===== src/rtl/tiger_writeback_arb.sv =====
// Writeback arbiter: merges the in-order pipeline result with NUM_CH queued
// out-of-order channel results onto one registered register-file write port.
module tiger_writeback_arb #(
  parameter int NUM_CH       = 2,
  parameter int FIFO_DEPTH   = 4,
  parameter int STARVE_LIMIT = 8
) (
  input  logic                        clk,
  input  logic                        reset_n,
  input  logic                        wb_valid,
  input  logic                        wb_regwrite,
  input  logic                        wb_copwrite,
  input  logic [4:0]                  wb_regnum,
  input  logic                        wb_link,
  input  logic [31:0]                 wb_branchout,
  input  logic [31:0]                 wb_data,
  input  logic [1:0]                  wb_ld_size,
  input  logic                        wb_ld_signed,
  input  logic [1:0]                  wb_ld_off,
  input  logic [NUM_CH-1:0]           ch_valid,
  input  logic [5*NUM_CH-1:0]         ch_regnum,
  input  logic [32*NUM_CH-1:0]        ch_data,
  output logic [NUM_CH-1:0]           ch_ready,
  output logic                        pipe_stall,
  output logic                        writeRegEn,
  output logic                        writeRegEnCop,
  output logic [4:0]                  writeRegNum,
  output logic [31:0]                 writeRegData,
  output logic [$clog2(FIFO_DEPTH):0] fifo_count
);

  localparam int PW = (NUM_CH > 1) ? $clog2(NUM_CH) : 1;
  localparam int AW = $clog2(FIFO_DEPTH);
  localparam int CW = AW + 1;
  localparam int SW = $clog2(STARVE_LIMIT + 1);

  typedef struct packed {
    logic [4:0]  regnum;
    logic [31:0] data;
  } wb_entry_t;

  wb_entry_t     mem_q [FIFO_DEPTH];
  logic [AW-1:0] wr_ptr_q, wr_ptr_d, rd_ptr_q, rd_ptr_d;
  logic [CW-1:0] count_q, count_d;
  logic [SW-1:0] starve_q, starve_d;
  logic [PW-1:0] rr_ptr_q, rr_ptr_d;
  logic          wr_en_q, wr_en_d, wr_cop_q, wr_cop_d;
  logic [4:0]    wr_num_q, wr_num_d;
  logic [31:0]   wr_data_q, wr_data_d;

  logic          fifo_empty, fifo_full, starved;
  logic          pipe_req, pipe_sel, fifo_sel, enq;
  logic [PW-1:0] gnt_idx, cand;
  wb_entry_t     head, enq_entry;

  logic [4:0]    ch_reg_a [NUM_CH];
  logic [31:0]   ch_dat_a [NUM_CH];

  for (genvar i = 0; i < NUM_CH; i++) begin : g_unpack
    assign ch_reg_a[i] = ch_regnum[5*i +: 5];
    assign ch_dat_a[i] = ch_data[32*i +: 32];
  end

  // Big-endian lane select followed by zero/sign extension.
  function automatic logic [31:0] load_extract(input logic [31:0] d, input logic [1:0] size,
                                               input logic sgn, input logic [1:0] off);
    logic [7:0]  b;
    logic [15:0] h;
    case (off)
      2'd0:    b = d[31:24];
      2'd1:    b = d[23:16];
      2'd2:    b = d[15:8];
      default: b = d[7:0];
    endcase
    h = off[1] ? d[15:0] : d[31:16];
    case (size)
      2'd0:    return {{24{sgn & b[7]}}, b};
      2'd1:    return {{16{sgn & h[15]}}, h};
      default: return d;
    endcase
  endfunction

  assign fifo_empty = (count_q == '0);
  assign fifo_full  = (count_q == CW'(FIFO_DEPTH));
  assign starved    = !fifo_empty && (starve_q >= SW'(STARVE_LIMIT));
  // Stall on a full queue with a pending offer, otherwise nothing ever drains it.
  assign pipe_stall = reset_n && (starved || (fifo_full && (|ch_valid)));
  assign pipe_req   = wb_valid && (wb_regwrite || wb_copwrite);
  assign pipe_sel   = pipe_req && !pipe_stall;
  assign fifo_sel   = !pipe_sel && !fifo_empty;
  assign head       = mem_q[rd_ptr_q];

  // NOTE: every signal driven here gets a default first, so no path can infer a latch.
  always_comb begin
    enq      = 1'b0;
    gnt_idx  = '0;
    cand     = '0;
    ch_ready = '0;
    if (reset_n && !fifo_full) begin
      for (int k = 0; k < NUM_CH; k++) begin
        cand = PW'((int'(rr_ptr_q) + k) % NUM_CH);
        if (!enq && ch_valid[cand]) begin
          enq     = 1'b1;
          gnt_idx = cand;
        end
      end
    end
    if (enq) ch_ready[gnt_idx] = 1'b1;
    rr_ptr_d  = enq ? PW'((int'(gnt_idx) + 1) % NUM_CH) : rr_ptr_q;
    enq_entry = {ch_reg_a[gnt_idx], ch_dat_a[gnt_idx]};
  end

  always_comb begin
    wr_en_d   = 1'b0;
    wr_cop_d  = 1'b0;
    wr_num_d  = '0;
    wr_data_d = '0;
    if (pipe_sel) begin
      wr_en_d   = wb_regwrite && (wb_regnum != 5'd0);
      wr_cop_d  = wb_copwrite;
      wr_num_d  = wb_regnum;
      wr_data_d = wb_link ? wb_branchout
                          : load_extract(wb_data, wb_ld_size, wb_ld_signed, wb_ld_off);
    end else if (fifo_sel) begin
      wr_en_d   = (head.regnum != 5'd0);
      wr_num_d  = head.regnum;
      wr_data_d = head.data;
    end
  end

  always_comb begin
    wr_ptr_d = enq      ? wr_ptr_q + AW'(1) : wr_ptr_q;
    rd_ptr_d = fifo_sel ? rd_ptr_q + AW'(1) : rd_ptr_q;
    count_d  = count_q;
    if (enq && !fifo_sel)      count_d = count_q + CW'(1);
    else if (!enq && fifo_sel) count_d = count_q - CW'(1);
    starve_d = starve_q;
    if (fifo_sel || fifo_empty) starve_d = '0;
    else if (pipe_sel)          starve_d = starve_q + SW'(1);
  end

  // NOTE: sequential state uses non-blocking assignments so all flops update together.
  always_ff @(posedge clk or negedge reset_n) begin
    if (!reset_n) begin
      wr_ptr_q  <= '0;
      rd_ptr_q  <= '0;
      count_q   <= '0;
      starve_q  <= '0;
      rr_ptr_q  <= '0;
      wr_en_q   <= 1'b0;
      wr_cop_q  <= 1'b0;
      wr_num_q  <= '0;
      wr_data_q <= '0;
    end else begin
      wr_ptr_q  <= wr_ptr_d;
      rd_ptr_q  <= rd_ptr_d;
      count_q   <= count_d;
      starve_q  <= starve_d;
      rr_ptr_q  <= rr_ptr_d;
      wr_en_q   <= wr_en_d;
      wr_cop_q  <= wr_cop_d;
      wr_num_q  <= wr_num_d;
      wr_data_q <= wr_data_d;
    end
  end

  // NOTE: queue storage is not reset; resetting the pointers and count is enough
  // to make stale entries unreachable.
  always_ff @(posedge clk) begin
    if (enq) mem_q[wr_ptr_q] <= enq_entry;
  end

  assign writeRegEn    = wr_en_q;
  assign writeRegEnCop = wr_cop_q;
  assign writeRegNum   = wr_num_q;
  assign writeRegData  = wr_data_q;
  assign fifo_count    = count_q;

endmodule


===== config.mk =====
export PLATFORM = sky130hd
export DESIGN_NAME = tiger_writeback_arb
export DESIGN_NICKNAME = d
export VERILOG_FILES = /design/src/rtl/tiger_writeback_arb.sv
export SDC_FILE = /design/constraint.sdc
export NUM_CORES = 1
export LEC_CHECK = 0
export BUFFER_PORTS_ARGS = -buffer_cell sky130_fd_sc_hd__buf_2
export CAP_MARGIN = 20
export CORE_ASPECT_RATIO = 0.6
export CORE_MARGIN = 3
export CORE_UTILIZATION = 45
export DETAILED_ROUTE_END_ITERATION = 12
export GPL_ROUTABILITY_DRIVEN = 0
export GPL_TIMING_DRIVEN = 0
export PLACE_DENSITY = 0.68
export SLEW_MARGIN = 10
export SYNTH_ARGS = -nofsm -noshare
export SYNTH_HDL_FRONTEND = slang
export SYNTH_SLANG_ARGS = --single-unit
export TNS_END_PERCENT = 10

===== constraint.sdc =====
create_clock -name clk -period 5.5 [get_ports clk]
set_input_delay 1.1 -clock clk [delete_from_list [all_inputs] [get_ports clk]]
set_output_delay 1.1 -clock clk [all_outputs]
set_load 0.01 [all_outputs]

# After elaboration in Yosys (flattened, before gate mapping)
# Memories as Yosys holds them, arrays and structs flattened.
# Cells that the tools add are included.
# op_classes
add_sub_neg	7
n_lt_le_gt_ge	6
eq_ne	4
n_mux	38
bitwise_logic	3
n_reduce_logical	30
# ops
cell	count
32-bit two-way mux	6
32-bit case mux with 2 select lines	1
5-bit two-way mux	5
8-bit case mux with 3 select lines	1
1-bit two-way mux	17
16-bit two-way mux	1
1-bit logical AND	12
5-bit nonzero test	2
4-bit two-way mux	2
8-bit two-way mux	1
1-bit zero test	7
1-bit by 2-bit less-than comparator with 1-bit output, second input constant	3
3-bit two-way mux	2
2-bit by 1-bit adder with 2-bit output, second input constant	2
4-bit by 1-bit adder with 4-bit output, second input constant	1
2-bit by 1-bit == test with 1-bit output, second input constant	2
4-bit greater-or-equal comparator, second input constant	1
2-bit zero test	2
2-bit nonzero test	2
3-bit by 1-bit adder with 3-bit output, second input constant	1
3-bit == test, second input constant	1
3-bit zero test	1
1-bit logical OR	3
3-bit by 1-bit subtractor with 3-bit output, second input constant	1
9 further kinds	11
# totals
register_bits	51
ramBits	148
out_inout_bits	45
wordCells	98
mem_count	1
# mem_list
name	depth	word_bits	read_ports	rd_clocked_by_memory_dff	write_ports	line	text
mem_q	4	37	1	0	1	42	wb_entry_t mem_q [FIFO_DEPTH];

# Logic depth before layout (Yosys ltp)
# Gate-level depths: netlist of run 1.
# logic_depth
ltp_word	13
ltp_mapped	12

# Worst setup path after synthesis of run 1
# OpenSTA, ideal clock, no wires.
# synth_path
kind	input-to-output
from	input port ch_valid[0]
to	output port ch_ready[0]
arrival_ns	2.184
t_required_ns	4.400
slack_ns	2.216
path_stages	6
path_buffers	2
cell_sequence	inv_1 > o2111ai_1 > buf_2 > buf_2 > inv_2 > nor3_1
# synth_between
elab_chain_len	13
word_cells_on_any_way	19
cone_classes	order compare: 2; mux: 14; reduce/logical: 3
# synth_lines
element	line	text
start: declaration	20	input logic [NUM_CH-1:0] ch_valid,
1-bit two-way mux (implied by the code) (2 in series)	102	if (!enq && ch_valid[cand]) begin
1-bit two-way mux	102	
1-bit two-way mux	99	if (reset_n && !fifo_full) begin
1-bit zero test	102	
1-bit logical AND	102	
1-bit two-way mux	102	
1-bit two-way mux	99	
1-bit by 2-bit less-than comparator with 1-bit output (implied by the code) / 1-bit greater-or-equal comparator (equally long branches)	108	if (enq) ch_ready[gnt_idx] = 1'b1;
1-bit logical AND (implied by the code)	108	
1-bit two-way mux (implied by the code)	108	
1-bit demux with 1-bit select	108	
2-bit two-way mux *	108	
end: declaration	23	output logic [NUM_CH-1:0] ch_ready,
# Mark *: on every way between the ends. The rest lies on a longest branch, timed or not. The select of a mux whose other input is x is not followed.

# Worst setup path after layout of run 1
# layout_path
from	input port reset_n
to	output port ch_ready[0]
# layout_between
elab_chain_len	7
word_cells_on_any_way	9
cone_classes	order compare: 2; mux: 5; reduce/logical: 2
# layout_lines
element	line	text
start: declaration	9	input logic reset_n,
1-bit logical AND *	99	
1-bit two-way mux	99	
1-bit by 2-bit less-than comparator with 1-bit output (implied by the code) / 1-bit greater-or-equal comparator (equally long branches)	108	
1-bit logical AND (implied by the code)	108	
1-bit two-way mux (implied by the code)	108	
1-bit demux with 1-bit select	108	
2-bit two-way mux *	108	
# Mark *: on every way between the ends. The rest lies on a longest branch, timed or not.

==> results.md, run 1 <==
Outcome:
- The run finished with clean final reports.

STA:
- The summed negative setup slack over all endpoints is 0 ns.
- The final number of hold-violating endpoints is 0.
- The worst hold slack after final layout is 0.5038 ns.
- The pin slew with the least headroom to its limit is between 0.7 and 0.8 ns.
- Headroom to the max-slew limit came out at between 40% and 50%.
- Between clock sinks in the finished design, the worst skew comes to around 0.0099 ns.
- Setup repair after global routing left no endpoint under its margin.
- Static timing analysis puts the maximum clock frequency at 241.5 MHz.
- Of the available clock period, the critical path in the final layout requires approximately 75%.
- The final count of pins violating max slew came to 0.
- Setup violations remaining at the end of the flow were counted as 0.
- Subtracting the final worst setup slack from the clock period gives approximately 4.1 ns.

Finish:
- The most common cell after layout, fill and taps aside is sky130_fd_sc_hd__buf_2.
- Once layout is complete, the cells apart from fillers number 1,050.
- Leaving out fill and tap cells, the most frequent cells in the layout are 207 x sky130_fd_sc_hd__buf_2, 148 x sky130_fd_sc_hd__edfxtp_1, 51 x sky130_fd_sc_hd__dfrtp_1.
- The layout overhead on the synthesized area is 22.93%.
- The final layout net count is 939.
- The share of layout cells above drive strength 1 is 36.29%.
- The finished cells cover 10,770 um^2.
- The filler cell count is 1,476.

Global routing:
- The largest net degree at the start of global routing is 32.
- The number of antenna violations at the first check in global routing is 4.
- The global-route total usage across every layer is 22.09%.
- The wire length of the first global-routing pass is 34,250 um.
- After global routing the overflow that remains totals 0.
- The number of global-route vias before repair is 5,941.

Worst setup path:
- The setup path with the least slack is of type input port to primary output.
- The critical path goes through buf_2, buf_12, o2111ai_1, buf_2, buf_2, inv_2, nor3_1, buf_2.
- The nature of the critical path endpoint is a primary output.
- The standard cell with the maximum stage delay on the critical path is sky130_fd_sc_hd__buf_2.
- Among the stages of the critical path, the cell type that occurs most often is sky130_fd_sc_hd__buf_2.
- The buffer and inverter count on the worst path is 6.
- The endpoint arrival time on the critical path is about 3 ns.
- In this design, the stage delay of the slowest critical-path cell is between 0.4 and 0.5 ns.
- STA puts the critical path data required time at 4.40 ns.
- The maximum fanout along the worst path is 31.
- The family with the most delay on the worst path is buffers and inverters.
- The startpoint class of the critical path is an input port.

Floorplan:
- The floorplan has 38 rows.
- The width of the chip is 186.2 um.
- The floorplan step defined a die boundary enclosing 21,240 um^2.
- The floorplan step defined a core boundary enclosing roughly 19,000 um^2.
- The starting density of the core is 47.15%.
- The I/O pin count is 201.
- The floorplan step set the die height to approximately 110 um.

Clocking:
- The root cell of the clock tree is sky130_fd_sc_hd__clkbuf_16.
- Counting the buffers created by CTS gives 17.
- The number of clock sinks is 199.
- The TritonCTS clock tree is done.
- The clock latency on the worst-skew pair is ~0.43 ns.
- The clock passes through at most 2 buffers.
- The post-cts hold buffer count is 0.
- The post-cts gate resize count is 0.
- The number of setup buffers added after CTS is 0.
- The clock transition at the registers of the reported paths is 0.07 ns.
- The clock tree synthesis step divided the H-tree into 4 levels.

Detailed routing:
- The number of DRC markers in iteration 0 is between 500 and 600.
- Detailed routing inserted a total of between 5,000 and 6,000 vias.
- The first detailed-routing pass ran for 5 iterations.
- The average wire per cell in the routed design is about 22 um.
- After detailed routing, the total wire length is 23,100 um.
- The vias per cell is 5.659.
- In the routed design, unresolved DRC markers number 0.
- Once detail routing completed, the nets flagged for antenna violations numbered 0.

Yosys:
- The post-synthesis average cell area is 15.85 um^2.
- The most area-hungry cell type in the Yosys netlist is sky130_fd_sc_hd__edfxtp_1.
- For this run, asynchronously set or reset flops after synthesis account for 25.63%.
- After synthesis, the cell types taking the most area are sky130_fd_sc_hd__edfxtp_1 51%, sky130_fd_sc_hd__dfrtp_1 15%, sky130_fd_sc_hd__mux4_2 8.5%.
- Of the synthesized area, sequential elements account for 65.27%.
- The number of nets in the synthesized netlist is 717.
- Counting flops with a built-in enable in the synthesized netlist gives 148.
- Of the post-synthesis cell area, the dominant cell type holds 50.71%.
- The most frequently used flop master after synthesis is sky130_fd_sc_hd__edfxtp_1.
- In this run, distinct cell masters in the synthesized netlist total 47.
- During synthesis, Yosys emitted a total of 0 warnings.
- The number of synthesized register bits is 199.
- In the synthesized netlist, the number of instances is between 500 and 600.
- Summing every instance area after synthesis gives 8765 um^2.

Place:
- The sum of net half-perimeters after detailed placement is about 17,000 um.
- Input and output buffers added on the ports amount to roughly 200.
- Once placement completed, the tool counted placed cells totaling around 1,000.
- The area of placed instances is roughly 10,000 um^2.

Power and ir drop:
- The worst-case IR drop observed on VDD is 0.2590 mV.
- The total design power is 4.903 mW.
- The total power divided by cell area is 455.1 nW/um^2.
- The leakage power summed over all cells is 4.239 nW.

Worst hold path:
- The path type of the worst min-delay path is register to register.

Run:
- The max-cap violation count is 0.
==> path summary, 6_finish.rpt <==
path,from,end,slack [ns],cells past startpoint
min,rr_ptr_q,rr_ptr_q,0.50,1
max in group asynchronous,reset_n,writeRegData[13],4.22,2
min reg2reg,rr_ptr_q,rr_ptr_q,0.50,1
max reg2reg,fifo_count[0],fifo_count[1],2.55,10
max,reset_n,ch_ready[0],1.36,8
min in group asynchronous,reset_n,writeRegData[28],0.68,1
==> where the power goes <==
part	switching [mW]	internal [mW]
Clock	0.560	0.672
Sequential	0.122	2.01
Combinational	0.851	0.688
==> layer usage <==
| layer | part of all wire, % | track usage (%) | wire length [um] | up-vias |
|---|---|---|---|---|
| met5 | 0.056 | 0 | 13 | - |
| met4 | 0.93 | 5.107 | 214 | 2 |
| met3 | 9.2 | 5.714 | 2129 | 21 |
| met2 | 46 | 34.33 | 10690 | 296 |
| met1 | 44 | 31.75 | 10050 | 3006 |
| li1 | - | - | - | 2617 |
==> area by class of cell <==
type	count	area, um^2	area share (%)
Sequential cell	199	5720	53.09
Multi-Input combinational cell	304	2839	26.35
Timing Repair Buffer	203	1091	10.13
Clock buffer	21	471.7	4.378
Tap cell	260	325.3	3.019
Buffer	34	150.1	1.394
Clock inverter	11	111.4	1.034
Inverter	16	60.06	0.5574
Antenna cell	2	5.005	0.04645
==> synthesized netlist by cell type, types with 2 or more instances <==
cell and count:
sky130_fd_sc_hd__o22ai_1 6, sky130_fd_sc_hd__ha_1 7, sky130_fd_sc_hd__clkbuf_1 23, sky130_fd_sc_hd__xnor2_1 4, sky130_fd_sc_hd__a22o_1 14, sky130_fd_sc_hd__a21oi_1 25, sky130_fd_sc_hd__and2_1 4, sky130_fd_sc_hd__mux4_2 33
sky130_fd_sc_hd__o221ai_1 6, sky130_fd_sc_hd__a221oi_1 8, sky130_fd_sc_hd__o211ai_1 2, sky130_fd_sc_hd__edfxtp_1 148, sky130_fd_sc_hd__or4_1 2, sky130_fd_sc_hd__inv_1 14, sky130_fd_sc_hd__nand2_1 37, sky130_fd_sc_hd__mux4_1 5
sky130_fd_sc_hd__a31o_1 8, sky130_fd_sc_hd__inv_2 2, sky130_fd_sc_hd__dfrtp_1 51, sky130_fd_sc_hd__a22oi_1 9, sky130_fd_sc_hd__o31ai_1 17, sky130_fd_sc_hd__buf_2 9, sky130_fd_sc_hd__o21ai_1 5, sky130_fd_sc_hd__nor2_1 17
sky130_fd_sc_hd__xor2_1 4, sky130_fd_sc_hd__mux2i_1 8, sky130_fd_sc_hd__mux2_1 39, sky130_fd_sc_hd__nor3_1 6, sky130_fd_sc_hd__nor2b_1 21, sky130_fd_sc_hd__o21bai_1 2
==> sequential cells by signal, summed over array words and instances, names as in the netlist <==
register,count
fifo_count,3
mem_q,148
rd_ptr_q,2
rr_ptr_q,1
starve_q,4
wr_ptr_q,2
writeRegData,32
writeRegEn,1
writeRegEnCop,1
writeRegNum,5
==> stage by stage <==
step           worst slack, ns  utilization [%]
3_3_place_gp            0.6035            54.23
6_report                 1.360            57.96
4_1_cts                  1.307            57.93
2_1_floorplan            2.216                -
3_5_place_dp             1.239            54.79
5_1_grt                  1.156            57.94
==> kinds of logic (layout without fill, tap and decap cells) <==
kind of cell | Yosys count | after routing | synth area share (%)
simple gates | 93 | 93 | 5.054
fa+ha+maj | 8 | 8 | 1.228
compound gates | 109 | 109 | 9.222
flops | 199 | 199 | 65.27
other cells | 0 | 2 | 0
xor+xnor | 8 | 8 | 0.7993
mux | 86 | 86 | 16.03
buf+inv | 50 | 285 | 2.398
Power figures use the tool's default switching activity.
==> run 2: changes to the inputs <==
--- a/config.mk
+++ b/config.mk
@@ -5,6 +5,7 @@
 export SDC_FILE = /design/constraint.sdc
 export NUM_CORES = 1
 export LEC_CHECK = 0
+export ABC_AREA = 1
 export BUFFER_PORTS_ARGS = -buffer_cell sky130_fd_sc_hd__buf_2
 export CAP_MARGIN = 20
 export CORE_ASPECT_RATIO = 0.6
==> constraint.sdc (replaced) <==
create_clock -name clk -period 4 [get_ports clk]
set_input_delay 0.8 -clock clk [delete_from_list [all_inputs] [get_ports clk]]
set_output_delay 0.8 -clock clk [all_outputs]
set_load 0.01 [all_outputs]
==> results.md, run 2 <==
Clocking:
- The root cell of the clock tree is sky130_fd_sc_hd__clkbuf_16 (unchanged).
- The post-cts gate resize count is 0 (unchanged).
- The clock transition at the registers of the reported paths is 0.07 ns (about the same).
- The number of clock sinks is 199 (unchanged).
- The number of setup buffers added after CTS is 0 (unchanged).
- The TritonCTS clock tree is done (unchanged).
- The maximum count of clock buffers along a single path is 2 (unchanged).
- The clock buffer count from CTS came to 17 (unchanged).
- The number of H-tree levels came to 4 (unchanged).
- The post-cts hold buffer count is 0 (unchanged).
- The clock latency on the worst-skew pair is 0.44 ns (was 0.43 ns).

Yosys:
- The most frequently used flop master after synthesis was sky130_fd_sc_hd__edfxtp_1 (unchanged).
- The post-synthesis instance area is 9240 um^2 (was 8765 um^2).
- The count of synthesis-stage warnings from yosys is 0 (unchanged).
- The fraction of synthesis flops using an asynchronous set or reset pin is 25.63% (unchanged).
- The share of the yosys chip area belonging to registers came to 61.91% (was 65.27%).
- Commonest cells post-synth: 312 x sky130_fd_sc_hd__nand2_1, 148 x sky130_fd_sc_hd__edfxtp_1, 144 x sky130_fd_sc_hd__nor2_1 (was 148 x sky130_fd_sc_hd__edfxtp_1, 51 x sky130_fd_sc_hd__dfrtp_1, 39 x sky130_fd_sc_hd__mux2_1).
- The portion of synthesized cell area occupied by the leading cell type was 48.10% (was 50.71%).
- The number of synthesized register bits is 199 (unchanged).
- The number of enable-type register cells in the synthesized netlist is 148 (unchanged).
- The post-synthesis average cell area is 9.333 um^2 (was 15.85 um^2).
- The total nets after synthesis is 1,154 (was 717).
- The most area-hungry cell type in the Yosys netlist was sky130_fd_sc_hd__edfxtp_1 (unchanged).
- The cell count after synthesis is 990 (was 553).
- Synth top area cells: sky130_fd_sc_hd__edfxtp_1 48%, sky130_fd_sc_hd__dfrtp_1 14%, sky130_fd_sc_hd__nand2_1 13% (was sky130_fd_sc_hd__edfxtp_1 51%, sky130_fd_sc_hd__dfrtp_1 15%, sky130_fd_sc_hd__mux4_2 8.5%).
- The most used standard cell by instance count after synthesis is sky130_fd_sc_hd__nand2_1 (was sky130_fd_sc_hd__edfxtp_1).
- The count of unique library cells instantiated by Yosys is 31 (was 47).

STA:
- The pin slew with the least headroom to its limit was 0.8462 ns (was 0.7734 ns).
- The final count of pins violating max slew is 0 (unchanged).
- Setup repair after global routing missed its margin: false (unchanged).
- The post-route clock skew is 0.007897 ns (was 0.009868 ns).
- Based on the critical path, the design can be clocked at up to 323.9 MHz.
- The worst setup margin is 0.9122 ns (was 1.360 ns).
- The final number of hold-violating endpoints came to 0 (unchanged).
- The number of setup violations in the final report came to 0 (unchanged).
- The worst slew margin relative to its limit is 43.45% (was 48.44%).
- The worst path needs 3.088 ns of the cycle, external delays included.
- The worst hold slack after final layout is 0.3384 ns (was 0.5038 ns).
- The share of the clock period used by the worst path after layout is 77.19%.

Worst setup path:
- The endpoint arrival time on the critical path is 2.29 ns (was 3.04 ns).
- The critical path required time is 3.20 ns (was 4.40 ns).
- The worst setup slack for register-to-register paths is 1.59 ns (was 2.55 ns).
- The maximum fanout along the worst path is 23 (was 31).
- The nature of the critical path endpoint is a primary output (unchanged).
- The path type of the worst setup path is input port to primary output (unchanged).
- The startpoint class of the critical path is an input port (unchanged).

Floorplan:
- The die height is 117.0 um (was 114.1 um).
- The starting density of the core is 47.22% (was 47.15%).
- The width of the chip was 191.0 um (was 186.2 um).
- The I/O pin count is 201 (unchanged).
- The placeable core region was 19,570 um^2 (was 18,590 um^2).
- The area of the die is 22,350 um^2 (was 21,240 um^2).
- The number of standard-cell rows in the floorplan is 39 (was 38).

Place:
- The post-placement setup slack came to 0.7958 ns (was 1.239 ns).
- The sum of net half-perimeters after detailed placement was 20,420 um (was 17,180 um).
- The count of buffers from port buffering came to 197 (was 198).

Finish:
- The register ranked first by flip-flop count is mem_q (unchanged).
- The filler cell count is 1,753 (was 1,476).
- The flip-flop count of the largest register after layout was 148 (unchanged).
- The most common cell after layout, fill and taps aside is sky130_fd_sc_hd__nand2_1 (was sky130_fd_sc_hd__buf_2).
- The share of layout cells above drive strength 1 was 23.20% (was 36.29%).
- The final layout net count is 1,375 (was 939).
- The layout overhead on the synthesized area came to 22.68% (was 22.93%).
- Leading cell types in the layout, fill and taps excluded: 312 x sky130_fd_sc_hd__nand2_1, 221 x sky130_fd_sc_hd__buf_2, 148 x sky130_fd_sc_hd__edfxtp_1 (was 207 x sky130_fd_sc_hd__buf_2, 148 x sky130_fd_sc_hd__edfxtp_1, 51 x sky130_fd_sc_hd__dfrtp_1).

Detailed routing:
- The average wire per cell in the routed design is 18.24 um (was 22.00 um).
- The aggregate routed wire length is 27,200 um (was 23,100 um).
- The vias per cell is 5.154 (was 5.659).
- The number of nets with antenna violations after detailed routing is 0 (unchanged).
- The number of DRC markers in iteration 0 is 741 (was 515).
- The final routed DRC violation total is 0 (unchanged).
- The count of vias placed by the detailed router is 7,684 (was 5,942).
- The number of iterations in the first detailed-routing pass came to 5 (unchanged).

Power and ir drop:
- The total power divided by cell area is 653.9 nW/um^2 (was 455.1 nW/um^2).
- The worst ir drop on vdd is 0.3893 mV (was 0.2590 mV).
- The leakage power summed over all cells came to 5.125 nW (was 4.239 nW).

Worst hold path:
- The path type of the worst min-delay path is input port to asynchronous set/reset pin (was register to register).

Run:
- The max-cap violation count is 0 (unchanged).

Outcome:
- Outcome: finished, final reports clean (unchanged).

Global routing:
- The overflow left after global routing is 0 (unchanged).
- The number of antenna violations at the first check in global routing is 0 (was 4).
- The largest net degree at the start of global routing is 33 (was 32).
- The number of global-route vias before repair was 6,901 (was 5,941).
- The wire length of the first global-routing pass came to 40,300 um (was 34,250 um).
- The global-route total usage across every layer is 24.47% (was 22.09%).
==> run 2: kinds of logic after synthesis <==
family	count (synthesis)	share of synthesized area [%]
AND/OR/NAND/NOR	512	21.86
adder cells (fa/ha/maj)	8	1.164
AO/OA/AOI/OAI	155	9.113
XOR/XNOR	6	0.5687
buffers and inverters	110	5.389
flip-flops	199	61.91
==> run 2: metrics by stage <==
stage	utilization, %	instances	area, um^2	setup TNS (ns)	power, mW
finish	57.93	1491	11340	0	7.413
CTS	57.92	1490	11330	0	7.417
global placement	53.96	1453	10560	-225.61	5.528
global route	57.92	1490	11330	0	7.835
floorplan	-	990	9240	0	4.452
detailed placement	54.74	1458	10710	0	5.634
==> run 2: critical path: stages <==
cell and delay [ns]:
sky130_fd_sc_hd__buf_2 0.43, sky130_fd_sc_hd__nand3_1 0.53, sky130_fd_sc_hd__inv_1 0.26, sky130_fd_sc_hd__nand2_1 0.07, sky130_fd_sc_hd__inv_1 0.07, sky130_fd_sc_hd__buf_2 0.12
==> run 2: path summary, 6_finish.rpt <==
kind / cells past startpoint / endpoint / startpoint
min in group clk: 1 / starve_q[0] / starve_q[0]
worst min-delay path: 1 / writeRegData[30] / reset_n
worst max register to register: 10 / fifo_count[2] / fifo_count[0]
worst min register to register: 1 / starve_q[0] / starve_q[0]
max in group asynchronous: 2 / writeRegData[12] / reset_n
worst max-delay path: 6 / ch_ready[0] / reset_n
==> run 2: layer usage <==
metal  part of all wire (%)  track usage [%]
met2                     41            35.88
met4                   0.72            3.762
met3                     11            6.161
met5                      0                0
met1                     47            37.66
==> run 2: power by group <==
| part | internal, mW | total [mW] | switching, mW |
|---|---|---|---|
| Clock | 1.00 | 1.80 | 0.794 |
| Sequential | 2.77 | 2.93 | 0.158 |
| Combinational | 0.829 | 2.69 | 1.86 |
==> run 2: final cells by class <==
class                   instances  area, um^2  area share, %
diodes                          1       2.502        0.02208
well taps                     266       332.8          2.936
multi-input cells             681        3052          26.92
flip-flops and latches        199        5720          50.46
inverters                      56       212.7          1.876
clock buffers                  17       425.4          3.753
plain buffers                  54       285.3          2.517
repair buffers                202        1109          9.779
clock inverters                15       196.4          1.733
